$ cat src/rtl/barrel_shifter_sync.sv
// Registered N-bit barrel shifter: rotate-left, logical left/right and arithmetic
// right shift through a log2(N)-stage mux network, result held in an output register.
module barrel_shifter_sync #(
    parameter int N    = 8,
    parameter int LOGN = 3
) (
    input  logic            clk,
    input  logic            rst_n,
    input  logic [N-1:0]    in,
    input  logic [LOGN-1:0] sh_sel,
    input  logic [1:0]      mode,
    input  logic            in_valid,
    output logic [N-1:0]    out,
    output logic            out_valid
);

    typedef enum logic [1:0] {
        MODE_ROL = 2'b00,
        MODE_SLL = 2'b01,
        MODE_SRL = 2'b10,
        MODE_SRA = 2'b11
    } mode_e;

    mode_e                  modeSel;
    logic [LOGN:0][N-1:0]   stageW;
    logic [N-1:0]           out_d;
    logic [N-1:0]           out_q;
    logic                   out_valid_d;
    logic                   out_valid_q;

    assign modeSel = mode_e'(mode);

    // Stage i moves the word by 2^i when sh_sel[i] is set; SRA keeps the sign
    // because every stage refills from the current MSB, which never changes.
    always_comb begin
        stageW[0] = in;
        for (int i = 0; i < LOGN; i++) begin
            stageW[i+1] = stageW[i];
            if (sh_sel[i]) begin
                case (modeSel)
                    MODE_ROL: stageW[i+1] = (stageW[i] << (1 << i)) | (stageW[i] >> (N - (1 << i)));
                    MODE_SLL: stageW[i+1] = stageW[i] << (1 << i);
                    MODE_SRL: stageW[i+1] = stageW[i] >> (1 << i);
                    MODE_SRA: stageW[i+1] = $signed(stageW[i]) >>> (1 << i);
                    default:  stageW[i+1] = stageW[i];
                endcase
            end
        end
    end

    always_comb begin
        out_d       = out_q;
        out_valid_d = in_valid;
        if (in_valid) begin
            out_d = stageW[LOGN];
        end
    end

    always_ff @(posedge clk) begin
        if (!rst_n) begin
            out_q       <= '0;
            out_valid_q <= 1'b0;
        end else begin
            out_q       <= out_d;
            out_valid_q <= out_valid_d;
        end
    end

    assign out       = out_q;
    assign out_valid = out_valid_q;

endmodule

$ cat config.mk
export PLATFORM = sky130hd
export DESIGN_NAME = barrel_shifter_sync
export DESIGN_NICKNAME = d
export VERILOG_FILES = /design/src/rtl/barrel_shifter_sync.sv
export SDC_FILE = /design/constraint.sdc
export NUM_CORES = 1
export LEC_CHECK = 0
export BUFFER_PORTS_ARGS = -buffer_cell sky130_fd_sc_hd__buf_4
export CAP_MARGIN = 15
export CORE_UTILIZATION = 40
export CTS_BUF_LIST = sky130_fd_sc_hd__clkbuf_2 sky130_fd_sc_hd__clkbuf_4 sky130_fd_sc_hd__clkbuf_8
export DETAILED_ROUTE_END_ITERATION = 16
export GPL_ROUTABILITY_DRIVEN = 0
export PLACE_DENSITY_LB_ADDON = 0.3
export RECOVER_POWER = 50
export SLEW_MARGIN = 30
export SYNTH_ARGS = -nofsm -noshare
export SYNTH_HDL_FRONTEND = slang
export SYNTH_SLANG_ARGS = --single-unit
$ cat constraint.sdc
create_clock -name clk -period 1.6 [get_ports clk]
set_input_delay 0.08 -clock clk [delete_from_list [all_inputs] [get_ports clk]]
set_output_delay 0.08 -clock clk [all_outputs]
set_load 0.02 [all_outputs]
==> impl_metrics.csv <==
group,metric,value,unit
final_layout,n_antenna_cell,0,
clocking,cts_max_level,1,
die,num_rows,17,
clocking,clk_latency,0.27,ns
placement,dp_hpwl,1970,um
synthesis,postSynthAreaPerCell,7.91,um2
global_routing,grt_overflow,0,
global_routing,grt_pass1_wl,4570,um
final_layout,drive_above_1_share,0.157,
timing,fin_crit_sh,0.725,
synthesis,syn_area,965,um2
critical_path,start_kind,"primary input",
timing,slew_headroom,0.674,
min_path,worstHoldStart,"sh_sel[2]",
critical_path,cp_max_fo,13,
run_status,status,"complete, no violations",
drt,num_vias,1090,
timing,fin_worst_skew,0,ns
die,fp.dieW,51.1,um
drt,antenna_left,0,
power_and_ir_drop,p_leak,0.461,nW
die,coreArea,0.00223,mm2
timing,rsz0062_at_grt,"false",
power_and_ir_drop,p_per_area,628,mW/mm2
clocking,clock_sinks,9,
global_routing,grt_pass1_vias,1000,
global_routing,grt_max_degree,23,
drt,drtPass1Iterations,4,
drt,viasPerCell,6.49,
global_routing,grt_usage,0.229,
clocking,root_buffer,"clkbuf_4",
global_routing,antenna_found_initial,0,
die,io-pin-count,25,
die,fp.dieArea,0.00261,mm2
clocking,holdBufCountCts,0,
placement,port_buffers,24,
critical_path,reg2reg_to,"out[4]",
placement,place_ws,0.227,ns
synthesis,ys_types,41,
timing,report.final.setup_viol,0,
clocking,cts_tree,"built",
critical_path,required,1.76,ns
synthesis,synth_seq_cells,9,
critical_path,cp-end-kind,"flip-flop",
drt,finalWirelength,2770,um
clocking,cts_buffers,3,
min_path,hold_end,"out[7]",
timing,tightestPinTransition,0.489,ns
final_layout,layout_common_cells,"mux2i_1 (16), buf_4 (15), clkbuf_1 (9), dfxtp_1 (9)",
critical_path,r2r_start,"out[4]",
synthesis,ys_seq_area_frac,0.187,
die,initial_core_util,0.432,
clocking,postCtsSetupBuffers,0,
final_layout,mostFrequentLayoutCell,"mux2i_1",
final_layout,syn2layout_area_growth,16.2,%
timing,slew_viol_final,0,
drt,detail_route.iter0.violations,43,
clocking,cts_buffer_depth,2,
critical_path,r2r_setup_slack,0.82,ns
timing,maxClockFrequency,863,MHz
critical_path,crit_arrival,1.32,ns
timing,final.setup.tns,0,ns
final_layout,fill_cells,223,
timing,finalHoldViolCount,0,
clocking,cts_resized,0,
critical_path,reg2reg_depth,2,
drt,drc,0,
synthesis,synth_nets,138,
synthesis,synthCells,122,
critical_path,crit_type,"in -> reg",
min_path,hp-class,"in -> reg",
final_layout,final_nets,157,
drt,wl_per_cell,16.5,um
min_path,min_path_cells,3,
power_and_ir_drop,vdd_drop_max,0.669,mV
die,die_h,51.1,um
synthesis,ys_warn_count,0,
timing,fin_crit,1.16,ns
clocking,clk_pin_slew_worst_paths,0.07,ns
timing,setup_ws,0.441,ns
job,maxCapViolCount,0,
[state kept, by name, indices dropped and copies added (netlist names)]
register   flops
out_valid      1
out            8
[cell usage after synthesis, drive strengths merged]
| master | instances | area share |
|---|---|---|
| mux2 | 2 | 0.023 |
| o211a | 1 | 0.010 |
| a21oi | 2 | 0.010 |
| a311oi | 2 | 0.018 |
| nor4b | 1 | 0.0091 |
| or3b | 1 | 0.0091 |
| o22ai | 3 | 0.019 |
| o22a | 2 | 0.018 |
| a21boi | 1 | 0.0078 |
| nor3b | 1 | 0.0078 |
| mux2i | 16 | 0.17 |
| nand3b | 4 | 0.031 |
| clkbuf | 3 | 0.012 |
| o21ai | 6 | 0.031 |
| o2111ai | 2 | 0.018 |
| or2 | 1 | 0.0065 |
| nor2 | 8 | 0.031 |
| nand2b | 3 | 0.019 |
| o32ai | 2 | 0.018 |
| nand3 | 3 | 0.016 |
| nor3 | 1 | 0.0052 |
| nand2 | 8 | 0.031 |
| a2111oi | 1 | 0.0091 |
| inv | 6 | 0.023 |
| a211oi | 9 | 0.075 |
| o211ai | 2 | 0.016 |
| o221ai | 3 | 0.027 |
| a21bo | 1 | 0.010 |
| a31oi | 4 | 0.026 |
| nor2b | 2 | 0.013 |
| dfxtp | 9 | 0.19 |
| and3 | 1 | 0.0065 |
| o31ai | 1 | 0.0078 |
| buf | 8 | 0.064 |
| a22oi | 1 | 0.0078 |
| o311ai | 1 | 0.0091 |
[worst max-delay path, stage by stage]
cell and delay [ns]:
clkbuf_1 0.37, nand2_1 0.09, a31oi_1 0.38, o21ai_0 0.20
nor4b_1 0.19
[metrics by stage]
step	std cells	cell area (um2)	hold WS, ns	util	total power, mW
after floorplan	122	965	0.226	-	0.438
after global placement	164	1130	0.382	0.505	0.533
after detailed placement	164	1130	0.377	0.505	0.536
after CTS	168	1150	0.0946	0.517	0.719
after global routing	168	1120	0.127	0.502	0.748
final	168	1120	0.116	0.502	0.703
[how the worst max path moves through the flow]
stage	slack, ns	end	from	cells after the start
2_1_floorplan	0.37	out[3]	sh_sel[0]	6
3_3_place_gp	0.26	out[4]	mode[1]	5
3_5_place_dp	0.23	out[6]	mode[1]	5
4_1_cts	0.50	out[6]	mode[1]	5
5_1_grt	0.34	out[2]	in_valid	5
6_report	0.44	out[5]	in_valid	5
[cell families after synthesis]
kind of cell | synth area share
AND/OR/NAND/NOR | 0.185
buffers and inverters | 0.0986
flip-flops | 0.187
multiplexers | 0.189
AO/OA/AOI/OAI | 0.340
[cell type report]
cell class | count | area [um2] | share of cell area
clock buffers | 3 | 22.5 | 0.0201
clock inverters | 1 | 5.00 | 0.00446
inverters | 6 | 22.5 | 0.0201
multi-input cells | 96 | 689 | 0.615
flip-flops and latches | 9 | 180 | 0.161
well taps | 28 | 35.0 | 0.0312
repair buffers | 25 | 166 | 0.148
[per-layer routing]
metal	global-route usage	share of wire
met5	0	0
met4	0.116	0.028
met3	0.0565	0.080
met2	0.333	0.46
met1	0.309	0.43
[power breakdown]
group / internal (mW) / total, mW / switching [mW]
combinational: 0.109 / 0.271 / 0.162
sequential: 0.242 / 0.251 / 0.00876
clock: 0.0925 / 0.181 / 0.0889
No activity file was read; power rests on OpenSTA's default activity.
